`src/rtl/fetch_pkg.sv`:
```
// Shared definitions for the instruction fetch queue: default widths,
// jump opcodes, the queue entry layout and a jump-decode helper.
package fetch_pkg;

  localparam int ADDR_W_DEF  = 5;
  localparam int INSTR_W_DEF = 32;

  localparam logic [5:0] OP_J   = 6'h02;
  localparam logic [5:0] OP_JAL = 6'h03;

  // One queued fetch result: the ROM address and the word read from it.
  typedef struct packed {
    logic [ADDR_W_DEF-1:0]  pc;
    logic [INSTR_W_DEF-1:0] instr;
  } fetch_entry_t;

  // True for the unconditional jump opcodes decode cares about early.
  function automatic logic is_jump_op(input logic [5:0] op);
    return (op == OP_J) || (op == OP_JAL);
  endfunction

endpackage

```
`src/rtl/fetch_queue_if.sv`:
```
// Handshake bundle between the PC/ROM pair, the fetch queue and decode.
// master = the environment driving ROM data, flush and decode ready;
// slave  = the fetch queue itself.
interface fetch_queue_if
  import fetch_pkg::*;
#(
  parameter int DEPTH   = 4,
  parameter int ADDR_W  = ADDR_W_DEF,
  parameter int INSTR_W = INSTR_W_DEF
) ();

  localparam int CNT_W = $clog2(DEPTH) + 1;

  logic               inValid;
  logic [ADDR_W-1:0]  inPc;
  logic [INSTR_W-1:0] inInstr;
  logic               flush;
  logic               outReady;
  logic               outValid;
  logic [ADDR_W-1:0]  outPc;
  logic [INSTR_W-1:0] outInstr;
  logic [5:0]         outOpcode;
  logic               outIsJump;
  logic               pcEnable;
  logic [CNT_W-1:0]   count;
  logic               overflow;

  modport master (
    output inValid, inPc, inInstr, flush, outReady,
    input  outValid, outPc, outInstr, outOpcode, outIsJump, pcEnable, count, overflow
  );

  modport slave (
    input  inValid, inPc, inInstr, flush, outReady,
    output outValid, outPc, outInstr, outOpcode, outIsJump, pcEnable, count, overflow
  );

endinterface

```
`src/rtl/fetch_ram.sv`:
```
// Queue storage: register array with a synchronous write port and an
// asynchronous read port so the head entry falls through without delay.
// Contents are deliberately not reset; validity is tracked by the pointers.
module fetch_ram
  import fetch_pkg::*;
#(
  parameter int DEPTH = 4,
  parameter int WIDTH = ADDR_W_DEF + INSTR_W_DEF,
  localparam int PTR_W = $clog2(DEPTH)
) (
  input  logic             clk,
  input  logic             we_i,
  input  logic [PTR_W-1:0] waddr_i,
  input  logic [WIDTH-1:0] wdata_i,
  input  logic [PTR_W-1:0] raddr_i,
  output logic [WIDTH-1:0] rdata_o
);

  logic [WIDTH-1:0] mem_q [DEPTH];

  // Write the pushed entry into its slot on the clock edge.
  always_ff @(posedge clk) begin
    if (we_i) begin
      mem_q[waddr_i] <= wdata_i;
    end
  end

  assign rdata_o = mem_q[raddr_i];

endmodule

```
`src/rtl/fetch_queue.sv`:
```
// Instruction fetch queue between the PC/ROM pair and decode. Buffers
// {pc, instr} words, presents them first-word fall-through, throttles the
// PC so the in-flight ROM read always has a slot, and drops wrong-path
// words (including the one stale read still in flight) on a redirect.
module fetch_queue
  import fetch_pkg::*;
#(
  parameter int DEPTH   = 4,
  parameter int ADDR_W  = ADDR_W_DEF,
  parameter int INSTR_W = INSTR_W_DEF
) (
  input  logic          clk,
  input  logic          rst,
  fetch_queue_if.slave  bus
);

  localparam int PTR_W = $clog2(DEPTH);
  localparam int CNT_W = $clog2(DEPTH) + 1;
  localparam int ENT_W = ADDR_W + INSTR_W;

  localparam logic [CNT_W-1:0] CNT_ZERO     = CNT_W'(0);
  localparam logic [CNT_W-1:0] CNT_FULL     = CNT_W'(DEPTH);
  // Highest fill level at which a new fetch may still be issued: one slot
  // must stay free for the ROM read that is already under way.
  localparam logic [CNT_W-1:0] CNT_PCEN_MAX = CNT_W'(DEPTH - 2);

  logic [PTR_W-1:0] wr_ptr_q, wr_ptr_d;
  logic [PTR_W-1:0] rd_ptr_q, rd_ptr_d;
  logic [CNT_W-1:0] count_q, count_d;
  logic             drop_next_q, drop_next_d;
  logic             overflow_q, overflow_d;

  logic             push_s;
  logic             pop_s;
  logic             empty_s;
  logic             full_s;
  logic             wr_en_s;
  logic [ENT_W-1:0] rd_data_s;
  logic [5:0]       opcode_s;

  assign empty_s = (count_q == CNT_ZERO);
  assign full_s  = (count_q == CNT_FULL);
  assign push_s  = bus.inValid && !bus.flush && !drop_next_q;
  assign pop_s   = !empty_s && bus.outReady && !bus.flush;
  // A full queue can still take a word if the head leaves in the same cycle.
  assign wr_en_s = push_s && (!full_s || pop_s);

  fetch_ram #(
    .DEPTH (DEPTH),
    .WIDTH (ENT_W)
  ) u_ram (
    .clk     (clk),
    .we_i    (wr_en_s),
    .waddr_i (wr_ptr_q),
    .wdata_i ({bus.inPc, bus.inInstr}),
    .raddr_i (rd_ptr_q),
    .rdata_o (rd_data_s)
  );

  // Next-state for pointers, occupancy and flags; a flush overrides push/pop.
  always_comb begin
    wr_ptr_d    = wr_ptr_q;
    rd_ptr_d    = rd_ptr_q;
    count_d     = count_q;
    drop_next_d = drop_next_q;
    overflow_d  = overflow_q;
    if (bus.flush) begin
      wr_ptr_d    = PTR_W'(0);
      rd_ptr_d    = PTR_W'(0);
      count_d     = CNT_ZERO;
      drop_next_d = 1'b1;
    end else begin
      drop_next_d = 1'b0;
      if (wr_en_s) begin
        wr_ptr_d = wr_ptr_q + PTR_W'(1);
      end else begin
        wr_ptr_d = wr_ptr_q;
      end
      if (pop_s) begin
        rd_ptr_d = rd_ptr_q + PTR_W'(1);
      end else begin
        rd_ptr_d = rd_ptr_q;
      end
      case ({wr_en_s, pop_s})
        2'b10:   count_d = count_q + CNT_W'(1);
        2'b01:   count_d = count_q - CNT_W'(1);
        default: count_d = count_q;
      endcase
      if (push_s && !wr_en_s) begin
        overflow_d = 1'b1;
      end else begin
        overflow_d = overflow_q;
      end
    end
  end

  // State register with synchronous reset taking priority over everything.
  always_ff @(posedge clk) begin
    if (rst) begin
      wr_ptr_q    <= PTR_W'(0);
      rd_ptr_q    <= PTR_W'(0);
      count_q     <= CNT_ZERO;
      drop_next_q <= 1'b0;
      overflow_q  <= 1'b0;
    end else begin
      wr_ptr_q    <= wr_ptr_d;
      rd_ptr_q    <= rd_ptr_d;
      count_q     <= count_d;
      drop_next_q <= drop_next_d;
      overflow_q  <= overflow_d;
    end
  end

  assign opcode_s      = rd_data_s[31:26];
  assign bus.outValid  = !empty_s;
  assign bus.outPc     = rd_data_s[ENT_W-1 -: ADDR_W];
  assign bus.outInstr  = rd_data_s[INSTR_W-1:0];
  assign bus.outOpcode = opcode_s;
  assign bus.outIsJump = is_jump_op(opcode_s);
  assign bus.pcEnable  = (count_q <= CNT_PCEN_MAX);
  assign bus.count     = count_q;
  assign bus.overflow  = overflow_q;

endmodule

```
`src/flat_wrapper.sv`:
```
// flat-port wrapper written by rule: the top's interface ports become plain ports
module fetch_queue_flat import fetch_pkg::*;
#(
  parameter int DEPTH   = 4,
  parameter int ADDR_W  = ADDR_W_DEF,
  parameter int INSTR_W = INSTR_W_DEF
)
  (clk, rst, bus_inValid, bus_inPc, bus_inInstr, bus_flush, bus_outReady, bus_outValid, bus_outPc, bus_outInstr, bus_outOpcode, bus_outIsJump, bus_pcEnable, bus_count, bus_overflow);
  fetch_queue_if #(.DEPTH(DEPTH), .ADDR_W(ADDR_W), .INSTR_W(INSTR_W)) bus_i ();
  input  logic clk;
  input  logic rst;
  input wire logic [$bits(bus_i.inValid)-1:0] bus_inValid;
  input wire logic [$bits(bus_i.inPc)-1:0] bus_inPc;
  input wire logic [$bits(bus_i.inInstr)-1:0] bus_inInstr;
  input wire logic [$bits(bus_i.flush)-1:0] bus_flush;
  input wire logic [$bits(bus_i.outReady)-1:0] bus_outReady;
  output wire logic [$bits(bus_i.outValid)-1:0] bus_outValid;
  output wire logic [$bits(bus_i.outPc)-1:0] bus_outPc;
  output wire logic [$bits(bus_i.outInstr)-1:0] bus_outInstr;
  output wire logic [$bits(bus_i.outOpcode)-1:0] bus_outOpcode;
  output wire logic [$bits(bus_i.outIsJump)-1:0] bus_outIsJump;
  output wire logic [$bits(bus_i.pcEnable)-1:0] bus_pcEnable;
  output wire logic [$bits(bus_i.count)-1:0] bus_count;
  output wire logic [$bits(bus_i.overflow)-1:0] bus_overflow;
  assign bus_i.inValid = bus_inValid;
  assign bus_i.inPc = bus_inPc;
  assign bus_i.inInstr = bus_inInstr;
  assign bus_i.flush = bus_flush;
  assign bus_i.outReady = bus_outReady;
  assign bus_outValid = bus_i.outValid;
  assign bus_outPc = bus_i.outPc;
  assign bus_outInstr = bus_i.outInstr;
  assign bus_outOpcode = bus_i.outOpcode;
  assign bus_outIsJump = bus_i.outIsJump;
  assign bus_pcEnable = bus_i.pcEnable;
  assign bus_count = bus_i.count;
  assign bus_overflow = bus_i.overflow;
  fetch_queue #(.DEPTH(DEPTH), .ADDR_W(ADDR_W), .INSTR_W(INSTR_W)) u_core (.clk(clk), .rst(rst), .bus(bus_i));
endmodule
```
`config.mk`:
```
export PLATFORM = sky130hd
export DESIGN_NAME = fetch_queue_flat
export DESIGN_NICKNAME = d
export VERILOG_FILES = /design/src/rtl/fetch_pkg.sv /design/src/rtl/fetch_queue_if.sv /design/src/rtl/fetch_ram.sv /design/src/rtl/fetch_queue.sv /design/src/flat_wrapper.sv
export SDC_FILE = /design/constraint.sdc
export NUM_CORES = 1
export LEC_CHECK = 0
export BUFFER_PORTS_ARGS = -buffer_cell sky130_fd_sc_hd__buf_2
export CORE_UTILIZATION = 55
export CTS_CLUSTER_SIZE = 28
export DETAILED_ROUTE_END_ITERATION = 8
export PLACE_DENSITY = 0.81
export SYNTH_ARGS = -nofsm -noshare
export SYNTH_HDL_FRONTEND = slang
export SYNTH_SLANG_ARGS = --single-unit
```
`constraint.sdc`:
```
create_clock -name clk -period 3.9 [get_ports clk]
set_clock_uncertainty 0.2 [all_clocks]
set_input_delay 0.39 -clock clk [delete_from_list [all_inputs] [get_ports clk]]
set_output_delay 0.39 -clock clk [all_outputs]
set_load 0.05 [all_outputs]
```
==> impl_results.md, run 1 <==
* Status: finished, final reports clean
* Hold slack at 0.0707 ns
* Die Span X at 106 um
* Yosys cell types at 27
* Initial antenna violation count at 0
* Placement Setup Slack at 1.10 ns
* Vias/cell at 5.38
* CTS H-tree lvls at 4
* Max-Cap Viols at 0
* Port bufs at 91
* Initial core utilization at 0.570
* Highest fanout seen on the critical path at 11
* Core ar. at 10400 sq um
* Worst-skew pair later-pin latency at 0.52 ns
* Worst setup margin at 0.681 ns
* Worst-Margin Slew at 1.01 ns
* Hold WC Path Type: in -> reg
* Layout cell share with drive strength beyond 1 at 0.406
* Antenna cells at 0
* Max VDD drop at 0.000341 V
* Largest net degree at the start of global routing at 38
* Synth async-reset ratio at 0
* Sinks on Clock Net at 159
* Fmax achieved at 0.311 GHz
* Minimum clock period after layout at 3.22 ns
* DR iter-0 viols at 146
* Leakage at 2.54 nW
* Fin. Hold Viols at 0
* Via count at 2943
* Clk root buf: clkbuf_8
* Crit path DAT at 2.63 ns
* YS warnings at 0
* RSZ-0062 raised after global routing: no
* Final-report setup violation count at 0
* Vias in the first global route at 2967
* Clock transition at path regs at 0.06 ns
* Commonest non-fill, non-tap cells in the layout: edfxtp_1 (148), buf_2 (91), dlygate4sd3_1 (39)
* Synth Flop Type: edfxtp_1
* Routed Wire Length at 10300 um
* Residual DRC at 0
* Cells after Synth at 260
* GPL Wtd Cong at 0.695
* Area contributors post-synth: edfxtp_1 (75%), mux4_2 (14%), dfxtp_1 (3.7%)
* CTS Buf Count at 17
* Clock Path Buffers at 2
* Sum Neg Setup Slack at 0 ns
* DIE HEIGHT at 106 um
* Drt pass-1 iters at 4
* Seq/Total Area, Yosys at 0.789
* PwrDens at 483 nW/um^2
* First-pass GRT wire length at 15800 um
* Commonest non-fill, non-tap cell in the layout: edfxtp_1
* Slew Limit Fails at 0
* Period utilisation layout at 0.825
* Normalized max-slew margin at 0.327
* Routed len/inst at 18.9 um
* Die ar. at 11200 sq um
* Post-synthesis average cell area at 22.7 sq um
* Row cnt at 37
* Nets at 446
* Total GRT Usage at 0.201
* Critical Path RT at 3.31 ns
* Post-synth EDFFs at 148
* Post-Syn Nets at 308
* CP Capture Type: primary output
* Final HPWL from detailed placement at 5900 um
* TritonCTS clock tree: built
* WS Path Type: reg -> out
* # Post-CTS Setup Buffers at 0
* Top-area cell type share of the netlist area at 0.752
* Total grt overflow at 0
* Synth area leader: edfxtp_1
* Syn Std Cell Area at 5910 sq um
* I/O pin count at 92
* Synth-to-layout area growth at 25.3%
* Post-synthesis register bit count at 159
* Startpoint Class: flop
* Post-route ant nets at 0
==> metal layers <==
metal  routed length [um]  part of all wire  track usage
met3                  368             0.036       0.0581
met2                 5370              0.52        0.330
met5                    0                 0            0
met1                 4440              0.43        0.253
met4                  169             0.016       0.0804
==> sequential cells by signal (all words and copies together), names as in the netlist, named ones only <==
signal and flops:
u_core.u_ram.mem_q 148, u_core.bus.count 3, u_core.rd_ptr_q 2, u_core.bus.overflow 1
u_core.wr_ptr_q 2, u_core.drop_next_q 1
==> through the flow <==
stage               total power [W]  cell area [sq um]  cells   util
floorplan                   0.00204               5910    260      -
finish                      0.00358               7410    547  0.715
CTS                         0.00360               7410    547  0.715
detailed placement          0.00210               6480    476  0.625
global placement            0.00210               6480    476  0.625
global route                0.00369               7410    547  0.715
==> critical path: stages (launching register included) <==
cell     delay, ns
dfxtp_2       0.56
mux4_2        0.62
nor4_1        0.48
and2_1        0.19
buf_2         0.25
==> what timing repair did <==
action | in CTS | in global routing
resized for setup | 0 | 0
hold buffers | 39 | 0
endpoints found under the setup margin | 0 | 0
hold endpoints to repair | 150 | 0
==> final cells by class <==
cell class                 instances  area (sq um)
fill                             675          2960
multi-input combinational         79          1140
inverter                           7          26.3
sequential                       159          4670
timing repair buffer             134           876
clock inverter                    14           118
clock buffer                      18           418
tap                              136           170
==> Yosys cell counts (4+ instances only) <==
| cell type | number |
|---|---|
| nor2_1 | 10 |
| buf_4 | 6 |
| dfxtp_1 | 11 |
| inv_1 | 7 |
| ha_1 | 5 |
| edfxtp_1 | 148 |
| clkbuf_1 | 4 |
| and2_1 | 5 |
| mux4_2 | 37 |
==> cells by family after synthesis <==
| kind of cell | share of synthesized area |
|---|---|
| DFF | 0.789 |
| muxes | 0.143 |
| and+or+nand+nor | 0.0216 |
| buffers and inverters | 0.0199 |
| AOI/OAI and AO/OA | 0.00571 |
| adders and majority gates | 0.0140 |
| xor gates and xnor gates | 0.00741 |
==> report_power, final <==
part	switching, W	internal (W)	total, W	leakage (nW)
clock	0.000637	0.000842	0.00148	0.254
combinational	0.000130	0.0000750	0.000205	0.852
sequential	0.00000627	0.00189	0.00189	1.43
==> path summary, 6_finish.rpt <==
| kind | start | end | slack (ns) | depth (start not counted) |
|---|---|---|---|---|
| worst max-delay path | flop | bus_outIsJump | 0.68 | 4 |
| worst min-delay path | bus_flush | u_core.bus.overflow$_SDFFE_PP0P_ | 0.07 | 4 |
| worst max register to register | u_core.bus.count[2]$_SDFFE_PP0P_ | u_core.bus.count[2]$_SDFFE_PP0P_ | 1.29 | 9 |
| worst min register to register | u_core.bus.overflow$_SDFFE_PP0P_ | u_core.bus.overflow$_SDFFE_PP0P_ | 0.28 | 2 |
Power figures use the tool's default switching activity.
==> run 2: changes to the inputs <==
--- a/config.mk
+++ b/config.mk
@@ -5,11 +5,12 @@
 export SDC_FILE = /design/constraint.sdc
 export NUM_CORES = 1
 export LEC_CHECK = 0
+export ABC_AREA = 1
 export BUFFER_PORTS_ARGS = -buffer_cell sky130_fd_sc_hd__buf_2
 export CORE_UTILIZATION = 55
 export CTS_CLUSTER_SIZE = 28
 export DETAILED_ROUTE_END_ITERATION = 8
-export PLACE_DENSITY = 0.81
+export PLACE_DENSITY = 0.8
 export SYNTH_ARGS = -nofsm -noshare
 export SYNTH_HDL_FRONTEND = slang
 export SYNTH_SLANG_ARGS = --single-unit
==> constraint.sdc (replaced) <==
create_clock -name clk -period 3.2 [get_ports clk]
set_clock_uncertainty 0.2 [all_clocks]
set_input_delay 0.32 -clock clk [delete_from_list [all_inputs] [get_ports clk]]
set_output_delay 0.32 -clock clk [all_outputs]
set_load 0.05 [all_outputs]
==> run 2 against run 1 <==
Clock-buffer cell count shrank 1. Worst hold slack gained 0.019 ns. Power grew 25%. Synthesized cell count grew 79%. Combinational power grew 43%. Core utilization shrank 0.94 points. Critical endpoint is now bus_outInstr[12]. Largest power group unchanged.
==> impl_results.md, run 2 <==
* Status: finished, final reports clean
* WS Path Type: reg -> out
* Max-Cap Viols at 0
* Clock transition at path regs at 0.06 ns
* I/O pin count at 92
* Vias/cell at 5.46
* Leakage at 2.86 nW
* Top-area cell type share of the netlist area at 0.711
* Worst-skew pair later-pin latency at 0.41 ns
* Commonest non-fill, non-tap cells in the layout: edfxtp_1 (148), buf_2 (91), nor2_1 (70)
* Commonest non-fill, non-tap cell in the layout: edfxtp_1
* Clock Path Buffers at 2
* Storage cell area at 4670 sq um
* Top post-synthesis cells by count: edfxtp_1 (148), nor2_1 (74), o21ai_0 (36)
* Syn Std Cell Area at 6250 sq um
* Total grt overflow at 0
* Final-report setup violation count at 0
* DR WL met3 at 854 um
* Top reg by flops: u_core.u_ram.mem_q
* Post-synthesis average cell area at 13.4 sq um
* Via count at 4065
* Clk root buf: clkbuf_16
* DRT met1 WL at 5220 um
* YS warnings at 0
* First-pass GRT wire length at 19700 um
* Synth-to-layout area growth at 23.4%
* Routed Wire Length at 12800 um
* Cells after Synth at 465
* Slew Limit Fails at 0
* Multi-input combinational cell area at 1290 sq um
* Vias in the first global route at 4045
* DIE HEIGHT at 109 um
* Layout cell share with drive strength beyond 1 at 0.258
* WHS Path Cells at 5
* Nets at 640
* Normalized max-slew margin at 0.475
* Synth Flop Type: edfxtp_1
* Core ar. at 10900 sq um
* # Post-CTS Setup Buffers at 0
* Worst-Margin Slew at 0.788 ns
* Routed len/inst at 17.2 um
* Yosys cell types at 27
* Hold WC Path Type: in -> reg
* Fin. Hold Viols at 0
* PwrDens at 582 nW/um^2
* Residual DRC at 0
* CTS Buf Count at 17
* Filler cells at 715
* Met2 WL post-DR at 6440 um
* Post-Syn Nets at 513
* Initial core utilization at 0.572
* Die ar. at 11800 sq um
* Final HPWL from detailed placement at 6960 um
* Post-synth EDFFs at 148
* Port bufs at 91
* CP Capture Type: primary output
* GPL Wtd Cong at 0.729
* Final instance area at 7710 sq um
* TritonCTS clock tree: built
* Fin util at 0.705
* CTS H-tree lvls at 4
* DR iter-0 viols at 200
* Row cnt at 38
* Post-synthesis register bit count at 159
* Minimum clock period after layout at 2.86 ns
* Placed Area at 6760 sq um
* Synth area leader: edfxtp_1
* Total GRT Usage at 0.229
* Fmax achieved at 0.349 GHz
* R2r worst-path depth at 11
* Synth async-reset ratio at 0
* Max VDD drop at 0.000345 V
* Crit path DAT at 2.34 ns
* Die Span X at 109 um
* Critical Path RT at 2.68 ns
* Post-route ant nets at 0
* Highest fanout seen on the critical path at 37
* Max reg flops at 148
* Period utilisation layout at 0.895
* Startpoint Class: flop
* Highest metal layer with signal wires: met4
* Area contributors post-synth: edfxtp_1 (71%), nor2_1 (4.4%), dfxtp_1 (3.5%)
* Number of gates resized after cts at 0
* Antenna cells at 0
* Most numerous cell in the Yosys netlist: edfxtp_1
* Sinks on Clock Net at 159
* RSZ-0062 raised after global routing: no
* Initial antenna violation count at 0
* Seq/Total Area, Yosys at 0.746
* Drt pass-1 iters at 5
* Largest net degree at the start of global routing at 75
[run 2: per-stage QoR]
stage | std cells | power (W) | worst slack (ns) | setup TNS (ns) | hold slack (ns)
floorplan | 465 | 0.00252 | -0.102 | -15.08 | 0.189
global placement | 674 | 0.00260 | 0.807 | 0 | 0.238
detailed placement | 674 | 0.00261 | 0.683 | 0 | 0.258
CTS | 745 | 0.00450 | 0.278 | 0 | 0.0835
global route | 745 | 0.00461 | 0.218 | 0 | 0.134
finish | 745 | 0.00449 | 0.337 | 0 | 0.0897
[run 2: worst max-delay path, stage by stage, from the launching register on]
cell and delay (ns):
dfxtp_1 0.50, inv_2 0.60, o21ai_1 0.20, o22ai_1 0.29, buf_2 0.33
[run 2: power by group]
part	total [W]	switching [W]	internal, W
Sequential	0.00231	0.00000964	0.00230
Clock	0.00188	0.000802	0.00108
Combinational	0.000293	0.000201	0.0000921
[run 2: per-layer routing]
layer  vias up  track usage
met2       168        0.386
met3        19       0.0592
met4         0        0.108
met5         -            0
met1      1951        0.277
li1       1927            -
[run 2: timing repair]
item / in CTS / in global routing
endpoints found under the hold margin: 150 / 0
hold buffers: 39 / 0
setup endpoints to repair: 0 / 0
[run 2: logic make-up after synthesis]
family,Yosys count,synth area share
AO/OA/AOI/OAI,106,0.0933
AND/OR/NAND/NOR,136,0.0939
buffers and inverters,57,0.0520
flip-flops,159,0.746
adder cells (fa/ha/maj),6,0.0132
XOR/XNOR,1,0.00140
[run 2: area by class of cell]
type,count,area share
clock inverter,15,0.0177
sequential,159,0.605
multi-input combinational,249,0.167
inverter,28,0.0140
tap,140,0.0227
clock buffer,17,0.0552
timing repair buffer,137,0.118
[run 2: worst paths after layout]
| kind | start | endpoint | slack, ns |
|---|---|---|---|
| hold / removal | bus_inValid | u_core.bus.overflow$_SDFFE_PP0P_ | 0.09 |
| hold reg to reg | u_core.bus.overflow$_SDFFE_PP0P_ | u_core.bus.overflow$_SDFFE_PP0P_ | 0.27 |
| setup reg to reg | u_core.bus.count[1]$_SDFFE_PP0P_ | u_core.bus.count[2]$_SDFFE_PP0P_ | 0.67 |
| setup / recovery | flop | bus_outInstr[12] | 0.34 |
